### src/rtl/x_channel_arbiter_if.sv
// Requester-side and X-channel handshake bundle for x_channel_arbiter.
// master = requesters/downstream consumer, slave = the arbiter.
interface x_channel_arbiter_if #(
  parameter int N_REQ = 4
);
  localparam int ID_W = $clog2(N_REQ);

  logic [N_REQ-1:0] io_req_valid;
  logic [N_REQ-1:0] io_req_ready;
  logic             io_x_valid;
  logic             io_x_ready;
  logic [ID_W-1:0]  io_x_id;

  modport master (
    output io_req_valid, io_x_ready,
    input  io_req_ready, io_x_valid, io_x_id
  );

  modport slave (
    input  io_req_valid, io_x_ready,
    output io_req_ready, io_x_valid, io_x_id
  );
endinterface

### src/rtl/x_channel_arbiter.sv
// Round-robin arbiter sharing one X flush-response channel between N_REQ requesters via a
// DEPTH-entry winner-ID FIFO. Define X_ARB_STATS_EN to add the saturating io_grant_count port.
module x_channel_arbiter #(
  parameter int N_REQ = 4,
  parameter int DEPTH = 2
) (
  input  logic                  clock,
  input  logic                  reset,
  x_channel_arbiter_if.slave    bus,
  output logic                  io_busy
`ifdef X_ARB_STATS_EN
  ,
  output logic [15:0]           io_grant_count
`endif
);
  localparam int ID_W  = $clog2(N_REQ);
  localparam int PTR_W = $clog2(DEPTH);
  localparam int CNT_W = PTR_W + 1;

  logic [ID_W-1:0]             rr_ptr_q, rr_ptr_d;
  logic [CNT_W-1:0]            count_q, count_d;
  logic [PTR_W-1:0]            wr_ptr_q, rd_ptr_q;
  logic [DEPTH-1:0][ID_W-1:0]  fifo_q;

  logic            win_found;
  logic [ID_W-1:0] win_id;
  logic            full, fire, deq;

  // N_REQ need not be a power of two, so wrap explicitly
  function automatic logic [ID_W-1:0] wrap_add(input logic [ID_W-1:0] a, input int k);
    return ID_W'((int'(a) + k) % N_REQ);
  endfunction

  always_comb begin
    win_found = 1'b0;
    win_id    = '0;
    for (int k = 0; k < N_REQ; k++) begin
      if (!win_found && bus.io_req_valid[wrap_add(rr_ptr_q, k)]) begin
        win_found = 1'b1;
        win_id    = wrap_add(rr_ptr_q, k);
      end
    end
  end

  assign full     = (count_q == CNT_W'(DEPTH));
  assign rr_ptr_d = wrap_add(win_id, 1);

  // Ready ignores io_x_ready: a full FIFO blocks enqueue even when a dequeue is in flight
  always_comb begin
    bus.io_req_ready = '0;
    if (!reset && win_found && !full) bus.io_req_ready[win_id] = 1'b1;
  end

  assign fire           = |bus.io_req_ready;
  assign bus.io_x_valid = (count_q != '0);
  assign bus.io_x_id    = bus.io_x_valid ? fifo_q[rd_ptr_q] : '0;
  assign deq            = bus.io_x_valid & bus.io_x_ready;
  assign io_busy        = bus.io_x_valid | (|bus.io_req_valid);

  always_comb begin
    count_d = count_q;
    case ({fire, deq})
      2'b10:   count_d = count_q + CNT_W'(1);
      2'b01:   count_d = count_q - CNT_W'(1);
      default: count_d = count_q;
    endcase
  end

  always_ff @(posedge clock or posedge reset) begin
    if (reset) begin
      rr_ptr_q <= '0;
      count_q  <= '0;
      wr_ptr_q <= '0;
      rd_ptr_q <= '0;
    end else begin
      count_q <= count_d;
      if (fire) begin
        rr_ptr_q <= rr_ptr_d;
        wr_ptr_q <= wr_ptr_q + PTR_W'(1);
      end
      if (deq) rd_ptr_q <= rd_ptr_q + PTR_W'(1);
    end
  end

  // Storage needs no reset: entries are only read while count_q covers them
  always_ff @(posedge clock) begin
    if (fire) fifo_q[wr_ptr_q] <= win_id;
  end

`ifdef X_ARB_STATS_EN
  logic [15:0] grant_q;

  always_ff @(posedge clock or posedge reset) begin
    if (reset)                          grant_q <= '0;
    else if (fire && grant_q != 16'hFFFF) grant_q <= grant_q + 16'd1;
  end

  assign io_grant_count = grant_q;
`endif
endmodule

### src/flat_wrapper.sv
// flat-port wrapper written by rule: the top's interface ports become plain ports
module x_channel_arbiter_flat 
#(
  parameter int N_REQ = 4,
  parameter int DEPTH = 2
)
  (clock, reset, io_busy, bus_io_req_valid, bus_io_x_ready, bus_io_req_ready, bus_io_x_valid, bus_io_x_id);
  x_channel_arbiter_if #(.N_REQ(N_REQ)) bus_i ();
  input  logic clock;
  input  logic reset;
  output logic io_busy;
  input wire logic [$bits(bus_i.io_req_valid)-1:0] bus_io_req_valid;
  input wire logic [$bits(bus_i.io_x_ready)-1:0] bus_io_x_ready;
  output wire logic [$bits(bus_i.io_req_ready)-1:0] bus_io_req_ready;
  output wire logic [$bits(bus_i.io_x_valid)-1:0] bus_io_x_valid;
  output wire logic [$bits(bus_i.io_x_id)-1:0] bus_io_x_id;
  assign bus_i.io_req_valid = bus_io_req_valid;
  assign bus_i.io_x_ready = bus_io_x_ready;
  assign bus_io_req_ready = bus_i.io_req_ready;
  assign bus_io_x_valid = bus_i.io_x_valid;
  assign bus_io_x_id = bus_i.io_x_id;
  x_channel_arbiter #(.N_REQ(N_REQ), .DEPTH(DEPTH)) u_core (.clock(clock), .reset(reset), .bus(bus_i), .io_busy(io_busy));
endmodule
### config.mk
export PLATFORM = sky130hd
export DESIGN_NAME = x_channel_arbiter_flat
export DESIGN_NICKNAME = d
export VERILOG_FILES = /design/src/rtl/x_channel_arbiter_if.sv /design/src/rtl/x_channel_arbiter.sv /design/src/flat_wrapper.sv
export SDC_FILE = /design/constraint.sdc
export NUM_CORES = 1
export LEC_CHECK = 0
export BUFFER_PORTS_ARGS = -buffer_cell sky130_fd_sc_hd__buf_2
export CORE_AREA = 2 2 39 41
export CTS_BUF_LIST = sky130_fd_sc_hd__clkbuf_2
export CTS_CLUSTER_SIZE = 28
export DETAILED_ROUTE_END_ITERATION = 10
export DIE_AREA = 0 0 41 43
export PLACE_DENSITY = 0.71
export SYNTH_ARGS = -nofsm -noshare
export SYNTH_HDL_FRONTEND = slang
export SYNTH_SLANG_ARGS = --single-unit
### constraint.sdc
create_clock -name clock -period 7.26 [get_ports clock]
set_clock_uncertainty 0.05 [all_clocks]
set_input_delay 1.452 -clock clock [delete_from_list [all_inputs] [get_ports clock]]
set_output_delay 1.452 -clock clock [all_outputs]
set_load 0.01 [all_outputs]
==> out/metrics.csv, run 1 <==
stage,metric,value,unit
die,core area,0.00138,mm2
grt,GRT Total Usage,14.2,%
place,placed cell count,86,
final_layout,Layout Cells excl Fill,90,
timing,worst slew pin tran,0.327,ns
detailed_routing,DR pass1 iterations,4,
yosys,"EDFF count, synth",4,
worst_setup_path,WP data arrival,2.84,ns
grt,vias in the first global route,395,
timing,RSZ-0062 raised after global routing,no,
worst_setup_path,startpoint class of the critical path,input pin,
yosys,Synth area leader,dfrtp_1,
final_layout,Reg area,270,um2
yosys,mapped cell area,621,um2
final_layout,ant diodes,0,
worst_setup_path,CP Max Fanout,4,
grt,antenna violations before repair,0,
yosys,synth top area cells,"dfrtp_1 24%, edfxtp_1 19%, ha_1 10%",
yosys,Yosys top cell area share,24.2,%
die,Die Ht,43,um
yosys,Mapped Cells,56,
worst_setup_path,WP buf/inv,4,
timing,Max Slew Vio Count,0,
detailed_routing,post-DR vias/cell,4.91,
detailed_routing,DR WL/cell,10.8,um
worst_setup_path,Worst path max stage delay,0.28,ns
min_path,type of the tightest min-delay check,reg -> reg,
yosys,Synth Net Count,68,
clock_tree,CTS Buf Count,3,
final_layout,fillers,144,
detailed_routing,DRT Wirelength,976,um
clock_tree,Root Driver,clkbuf_2,
timing,max_slew headroom,78.1,%
detailed_routing,DRT iter0 DRCs,6,
clock_tree,Post-CTS Setup Inserts,0,
worst_setup_path,"delay-heaviest family, CP",compound AO/OA/AOI/OAI gates,
die,die width,41,um
die,full die area,0.00176,mm2
final_layout,P&R area growth vs syn,17.5,%
clock_tree,Hold Buf Count CTS,0,
yosys,Yosys reg bits,10,
die,Core Rows,14,
pwr,Peak VDD IR,0.161,mV
yosys,"Distinct cells, synth",24,
clock_tree,post-CTS sizing,0,
detailed_routing,"antenna viol nets, final",0,
final_layout,Multi-input gate area,324,um2
die,Initial Utilization,44.8,%
timing,Final Hold Fails,0,
yosys,"Seq/Total Area, Yosys",43.5,%
grt,grt ovf,0,
detailed_routing,# DRC,0,
grt,largest net degree at the start of global routing,7,
die,I/O pin count,15,
place,dpl hpwl,793,um
worst_setup_path,CP cell instances,buf_2 > inv_1 > o221a_2 > o22ai_1 > inv_1 > ha_1 > and2_2 > buf_2,
grt,first-pass GRT wire length,1.64,mm
timing,Max Clk Rate,230,MHz
pwr,Leak Pwr,0.358,nW
timing,final setup vio count,0,
yosys,YS warnings,0,
pwr,Power Density,383,mW/mm2
worst_setup_path,Crit Path Class,in -> out,
clock_tree,Worst-Skew Late Latency,0.25,ns
run,Max Cap Viol,0,
clock_tree,CTS tree,done,
detailed_routing,DR vias,442,
place,gpl congestion,0.857,
yosys,commonest cells in the netlist,"6 x dfrtp_1, 6 x inv_1, 6 x nor2_1",
timing,fin crit share,59.8,%
clock_tree,clk buf depth,2,
worst_setup_path,crit end category,primary output,
place,IO buf count,14,
final_layout,layout cells sized above 1,41.9,%
clock_tree,clk slew on worst S/H paths,0.09,ns
timing,minimum clock period,4.34,ns
worst_setup_path,Critical Path RT,5.76,ns
yosys,Syn Area/Cell,11.1,um2
final_layout,Nets,87,
run_status,status,"finished, final reports clean",
yosys,asr flop ratio synth,60.0,%
timing,final setup TNS,0,ns
clock_tree,H-Tree Depth,1,
clock_tree,Clock Sinks,10,
yosys,top_reg_cell synth,dfrtp_1,
worst_setup_path,"Max stage delay cell, worst path",o221a_2,
## layout make-up
type	instances	share of cell area, %
Multi-Input combinational cell	39	44.4
Sequential cell	10	37.0
Timing Repair Buffer	14	9.61
Inverter	7	3.60
Tap cell	16	2.74
Clock buffer	3	2.06
Clock inverter	1	0.515
## cells in the final DEF, fill, tap and decap left out, types with 2 or more instances in the layout
cell type	netlist	layout
buf_2	0	14
nor2_1	6	6
inv_1	6	6
dfrtp_1	6	6
and2_2	5	5
ha_1	5	5
edfxtp_1	4	4
nor2b_1	3	3
xnor2_1	3	3
clkbuf_2	0	3
xor2_1	2	2
mux2i_1	2	2
## sequential cells by signal, summed over array words and instances (netlist names)
signal	count
u_core.fifo_q	4
u_core.count_q	2
u_core.rr_ptr_q	2
u_core.rd_ptr_q	1
u_core.wr_ptr_q	1
## power breakdown
part	switching (mW)	total, mW	internal (mW)
registers	0.0222	0.110	0.0874
logic	0.0687	0.139	0.0707
clock network	0.0182	0.0302	0.0120
## metal layers
| metal | GRT usage (%) | wire length [um] |
|---|---|---|
| met1 | 16.4 | 438 |
| met2 | 21.9 | 500 |
| met3 | 7.85 | 37 |
| met4 | 4.00 | 0 |
| met5 | 0 | 0 |
## final timing paths
path                                            end  slack (ns)  cells past startpoint           startpoint
worst max-delay path            bus_io_req_ready[1]        2.92                      8  bus_io_req_valid[0]
worst min-delay path              u_core.count_q[1]        0.45                      1    u_core.count_q[1]
worst max register to register    u_core.count_q[1]        4.59                      9   u_core.rr_ptr_q[0]
worst min register to register    u_core.count_q[1]        0.45                      1    u_core.count_q[1]
max in group asynchronous         u_core.count_q[0]        5.92                      2                reset
min in group asynchronous        u_core.rr_ptr_q[0]        1.05                      2                reset
## per-stage QoR
stage / hold WS (ns) / util [%] / instance area [um2] / total power [mW] / setup WS [ns]
3_3_place_gp: 0.422 / 51.4 / 711 / 0.248 / 2.96
6_report: 0.454 / 52.7 / 729 / 0.279 / 2.92
4_1_cts: 0.457 / 52.7 / 729 / 0.284 / 2.91
3_5_place_dp: 0.438 / 51.4 / 711 / 0.251 / 2.92
2_1_floorplan: 0.406 / - / 621 / 0.213 / 3.27
5_1_grt: 0.496 / 52.7 / 729 / 0.305 / 2.81
## logic make-up (layout without fill, tap and decap cells)
family                     after synthesis  count (layout)  synth area share, %
and+or+nand+nor                         19              19                 19.2
DFF                                     10              10                 43.5
buffers and inverters                    7              25                 4.23
AOI/OAI and AO/OA                        6               6                 8.47
adders and majority gates                5               5                 10.1
xor gates and xnor gates                 5               5                 7.06
muxes                                    4               4                 7.46
No activity file was read; power rests on OpenSTA's default activity.
==> inputs of run 2 (changes only) <==
--- a/config.mk
+++ b/config.mk
@@ -11,7 +11,7 @@
 export CTS_CLUSTER_SIZE = 28
 export DETAILED_ROUTE_END_ITERATION = 10
 export DIE_AREA = 0 0 41 43
-export PLACE_DENSITY = 0.71
+export PLACE_DENSITY = 0.74
 export SYNTH_ARGS = -nofsm -noshare
 export SYNTH_HDL_FRONTEND = slang
 export SYNTH_SLANG_ARGS = --single-unit
==> constraint.sdc (replaced) <==
create_clock -name clock -period 3.9 [get_ports clock]
set_clock_uncertainty 0.05 [all_clocks]
set_input_delay 0.78 -clock clock [delete_from_list [all_inputs] [get_ports clock]]
set_output_delay 0.78 -clock clock [all_outputs]
set_load 0.01 [all_outputs]
==> out/metrics.csv, run 2 (synthesis results as in run 1) <==
stage,metric,value,unit
final_layout,Largest regs,"u_core.fifo_q x4, u_core.count_q x2, u_core.rr_ptr_q x2",
final_layout,Nets,87,
timing,worst slew pin tran,0.397,ns
worst_setup_path,WP buf/inv,4,
timing,Final Hold Fails,0,
worst_setup_path,CP cell instances,buf_2 > inv_1 > o221a_2 > o22ai_1 > inv_1 > ha_1 > and2_2 > buf_2,
die,Initial Utilization,44.8,%
final_layout,Biggest register,u_core.fifo_q,
pwr,Power Density,727,mW/mm2
worst_setup_path,CP Max Fanout,4,
clock_tree,H-Tree Depth,1,
die,die width,41,um
die,I/O pin count,15,
detailed_routing,DR vias,449,
worst_setup_path,crit end category,primary output,
timing,Max Slew Vio Count,0,
timing,max_slew headroom,73.5,%
worst_setup_path,Worst path max stage delay,0.33,ns
final_layout,"commonest non-fill, non-tap cell in the layout",buf_2,
final_layout,P&R area growth vs syn,17.7,%
grt,grt ovf,0,
clock_tree,Root Driver,clkbuf_2,
clock_tree,CTS Buf Count,3,
die,Die Ht,43,um
detailed_routing,"antenna viol nets, final",0,
clock_tree,Worst-Skew Late Latency,0.25,ns
grt,GRT Total Usage,16.0,%
timing,Max Clk Rate,326,MHz
die,core area,0.00138,mm2
clock_tree,Clock Sinks,10,
final_layout,"commonest cells after routing, fill and taps aside","14 x buf_2, 6 x nor2_1, 6 x inv_1, 6 x dfrtp_1",
timing,final setup TNS,0,ns
detailed_routing,DRT iter0 DRCs,5,
worst_setup_path,WP data arrival,2.24,ns
place,dpl hpwl,846,um
place,gpl congestion,0.780,
clock_tree,clk buf depth,2,
clock_tree,post-CTS sizing,0,
pwr,Leak Pwr,0.361,nW
run_status,status,"finished, final reports clean",
timing,minimum clock period,3.07,ns
timing,final setup vio count,0,
place,DP Area,711,um2
detailed_routing,DRT Wirelength,1.11,mm
detailed_routing,DR WL/cell,12.3,um
final_layout,Final Cell Area,731,um2
grt,vias in the first global route,433,
timing,RSZ-0062 raised after global routing,no,
detailed_routing,# DRC,0,
worst_setup_path,startpoint class of the critical path,input pin,
grt,largest net degree at the start of global routing,7,
worst_setup_path,"Max stage delay cell, worst path",o22ai_1,
worst_setup_path,Crit Path Class,in -> out,
detailed_routing,post-DR vias/cell,4.99,
final_layout,fillers,132,
pwr,Peak VDD IR,0.293,mV
die,Core Rows,14,
grt,first-pass GRT wire length,1.81,mm
run,Max Cap Viol,0,
detailed_routing,DR pass1 iterations,3,
clock_tree,Post-CTS Setup Inserts,0,
final_layout,ant diodes,0,
clock_tree,Hold Buf Count CTS,0,
worst_setup_path,Critical Path RT,3.07,ns
clock_tree,clk slew on worst S/H paths,0.11,ns
die,full die area,0.00176,mm2
final_layout,layout cells sized above 1,43.2,%
min_path,type of the tightest min-delay check,in -> async,
clock_tree,CTS tree,done,
worst_setup_path,Reg2Reg Setup Slack,1.18,ns
grt,antenna violations before repair,0,
final_layout,max reg flops,4,
worst_setup_path,"delay-heaviest family, CP",compound AO/OA/AOI/OAI gates,
place,IO buf count,14,
timing,fin crit share,78.7,%
run 2: cell count changes in the layout (fill, tap and decap cells not counted):
cell and delta:
clkbuf_2 +1, clkinv_1 -1
run 2: per-stage QoR:
step / worst slack, ns / hold slack, ns / utilization, % / power, mW / cells
after global routing: 0.740 / 0.373 / 52.8 / 0.578 / 90
after detailed placement: 0.678 / 0.433 / 51.4 / 0.470 / 86
after floorplan: 1.03 / 0.406 / - / 0.396 / 56
after global placement: 0.698 / 0.422 / 51.4 / 0.460 / 86
after CTS: 0.828 / 0.379 / 52.8 / 0.538 / 90
final: 0.830 / 0.386 / 52.8 / 0.531 / 90
run 2: layout make-up:
type                       instances  area (um2)  share of cell area, %
timing repair buffer              14        70.1                   9.59
inverter                           7        26.3                   3.60
sequential                        10         270                   37.0
clock buffer                       4        20.0                   2.74
multi-input combinational         39         324                   44.3
tap                               16        20.0                   2.74
run 2: final timing paths:
path	from	endpoint	cells after the start
worst max-delay path	bus_io_req_valid[0]	bus_io_req_ready[1]	8
worst min-delay path	reset	u_core.count_q[0]	2
worst max register to register	u_core.rr_ptr_q[0]	u_core.count_q[1]	9
worst min register to register	u_core.count_q[1]	u_core.count_q[1]	1
max in group asynchronous	reset	u_core.rr_ptr_q[0]	2
min in group clock	u_core.count_q[1]	u_core.count_q[1]	1
run 2: metal layers:
layer	vias up	GRT usage (%)	wire (um)
li1	225	-	-
met1	212	18.8	474
met2	10	25.0	584
met3	2	3.14	38
met4	0	10.0	14
met5	-	0	0
run 2: report_power, final:
| group | switching (mW) | total [mW] | internal, mW | leakage [nW] |
|---|---|---|---|---|
| clock | 0.0343 | 0.0616 | 0.0272 | 0.0166 |
| combinational | 0.132 | 0.264 | 0.132 | 0.238 |
| sequential | 0.0425 | 0.205 | 0.163 | 0.107 |
| total | 0.209 | 0.531 | 0.322 | 0.361 |
==> inputs of run 3 (changes only) <==
==> constraint.sdc (replaced) <==
create_clock -name clock -period 2.6 [get_ports clock]
set_clock_uncertainty 0.05 [all_clocks]
set_input_delay 0.52 -clock clock [delete_from_list [all_inputs] [get_ports clock]]
set_output_delay 0.52 -clock clock [all_outputs]
set_load 0.01 [all_outputs]
==> out/metrics.csv, run 3 (synthesis results as in run 1) <==
stage,metric,value,unit
final_layout,Layout Cells excl Fill,98,
grt,largest net degree at the start of global routing,7,
detailed_routing,DRT Wirelength,1.22,mm
run,Max Cap Viol,0,
place,placed cell count,94,
worst_setup_path,crit end category,register,
worst_setup_path,Critical Path RT,2.75,ns
grt,GRT Total Usage,16.9,%
worst_setup_path,startpoint class of the critical path,register,
clock_tree,Hold Buf Count CTS,0,
timing,final setup margin,0.163,ns
worst_setup_path,Worst R2R End,u_core.count_q[1],
clock_tree,CTS tree,done,
detailed_routing,DRT iter0 DRCs,5,
clock_tree,CTS Buf Count,3,
final_layout,Largest regs,"u_core.fifo_q x4, u_core.count_q x2, u_core.rr_ptr_q x2",
timing,Max Clk Rate,410,MHz
timing,RSZ-0062 raised after global routing,no,
place,DP Area,777,um2
grt,grt ovf,0,
clock_tree,clk slew on worst S/H paths,0.12,ns
die,die width,41,um
detailed_routing,DR WL/cell,12.5,um
final_layout,fillers,121,
final_layout,final core occ,57.5,%
final_layout,ant diodes,0,
worst_setup_path,Reg2Reg Depth,10,
detailed_routing,post-DR vias/cell,4.90,
grt,vias in the first global route,471,
die,Die Ht,43,um
clock_tree,Root Driver,clkbuf_2,
detailed_routing,DR pass1 iterations,4,
worst_setup_path,CP Max Fanout,5,
worst_setup_path,WP data arrival,2.58,ns
worst_setup_path,WP buf/inv,2,
min_path,type of the tightest min-delay check,in -> async,
final_layout,P&R area growth vs syn,28.2,%
worst_setup_path,Setup crit start,u_core.rr_ptr_q[1],
worst_setup_path,CP cell instances,a21o_2 > a21oi_1 > o22a_1 > inv_1 > ha_1 > o41a_2 > inv_2 > ha_1 > nor2_1 > xor2_1,
timing,final setup TNS,0,ns
final_layout,Multi-input gate area,330,um2
place,dpl hpwl,980,um
place,gpl congestion,0.709,
timing,fin crit share,93.7,%
final_layout,Final Cell Area,796,um2
timing,Final Hold Fails,0,
die,full die area,0.00176,mm2
clock_tree,Worst-Skew Late Latency,0.26,ns
final_layout,Biggest register,u_core.fifo_q,
worst_setup_path,reg2reg start,u_core.rr_ptr_q[1],
detailed_routing,"antenna viol nets, final",0,
worst_setup_path,Most Frequent Cell on Critical Path,ha_1,
worst_setup_path,Reg2Reg Setup Slack,0.16,ns
run_status,status,"finished, final reports clean",
timing,worst slew pin tran,0.321,ns
timing,minimum clock period,2.44,ns
die,Core Rows,14,
worst_setup_path,Crit Path Class,reg -> reg,
worst_setup_path,"delay-heaviest family, CP",compound AO/OA/AOI/OAI gates,
timing,final setup vio count,0,
die,I/O pin count,15,
detailed_routing,DR vias,480,
clock_tree,Clock Sinks,10,
final_layout,max reg flops,4,
die,Initial Utilization,44.8,%
grt,first-pass GRT wire length,1.99,mm
timing,Max Slew Vio Count,0,
final_layout,layout cells sized above 1,48.8,%
place,IO buf count,14,
grt,antenna violations before repair,0,
worst_setup_path,Worst path max stage delay,0.50,ns
final_layout,"commonest non-fill, non-tap cell in the layout",buf_2,
final_layout,Reg area,270,um2
clock_tree,H-Tree Depth,1,
pwr,power consumption,842,uW
pwr,Leak Pwr,0.400,nW
place,"worst slack, placed",-0.101,ns
timing,max_slew headroom,78.4,%
die,core area,0.00138,mm2
pwr,Power Density,1060,mW/mm2
clock_tree,post-CTS sizing,0,
worst_setup_path,"Max stage delay cell, worst path",o41a_2,
final_layout,"commonest cells after routing, fill and taps aside","14 x buf_2, 8 x buf_4, 6 x nor2_1, 6 x inv_1, 6 x dfrtp_1",
clock_tree,clk buf depth,2,
timing,worst hold margin,0.139,ns
final_layout,Nets,95,
clock_tree,Post-CTS Setup Inserts,0,
pwr,Peak VDD IR,0.530,mV
detailed_routing,# DRC,0,
run 3: power by group:
group | total (mW) | switching (mW) | internal (mW)
combinational | 0.447 | 0.209 | 0.238
clock | 0.0918 | 0.0584 | 0.0334
sequential | 0.303 | 0.0592 | 0.244
run 3: routing by layer:
| layer | GRT usage (%) | up-vias | wire length, um |
|---|---|---|---|
| li1 | - | 242 | - |
| met1 | 22.9 | 228 | 546 |
| met2 | 25.9 | 10 | 622 |
| met3 | 3.14 | 0 | 52 |
| met4 | 6.00 | 0 | 0 |
| met5 | 0 | - | 0 |
run 3: final cells by class:
| class | count | area share (%) |
|---|---|---|
| inverter | 7 | 3.30 |
| timing repair buffer | 22 | 16.4 |
| multi-input combinational | 39 | 41.5 |
| clock inverter | 1 | 0.472 |
| sequential | 10 | 34.0 |
| clock buffer | 3 | 1.89 |
| tap | 16 | 2.52 |
run 3: worst max-delay path by stage:
| stage | endpoint | slack, ns | cells after the start |
|---|---|---|---|
| global route | u_core.count_q[1] | 0.04 | 11 |
| detailed placement | u_core.count_q[1] | -0.10 | 11 |
| global placement | u_core.count_q[1] | -0.07 | 11 |
| CTS | u_core.count_q[1] | 0.18 | 11 |
| floorplan | u_core.count_q[1] | 0.08 | 10 |
| finish | u_core.count_q[1] | 0.16 | 10 |
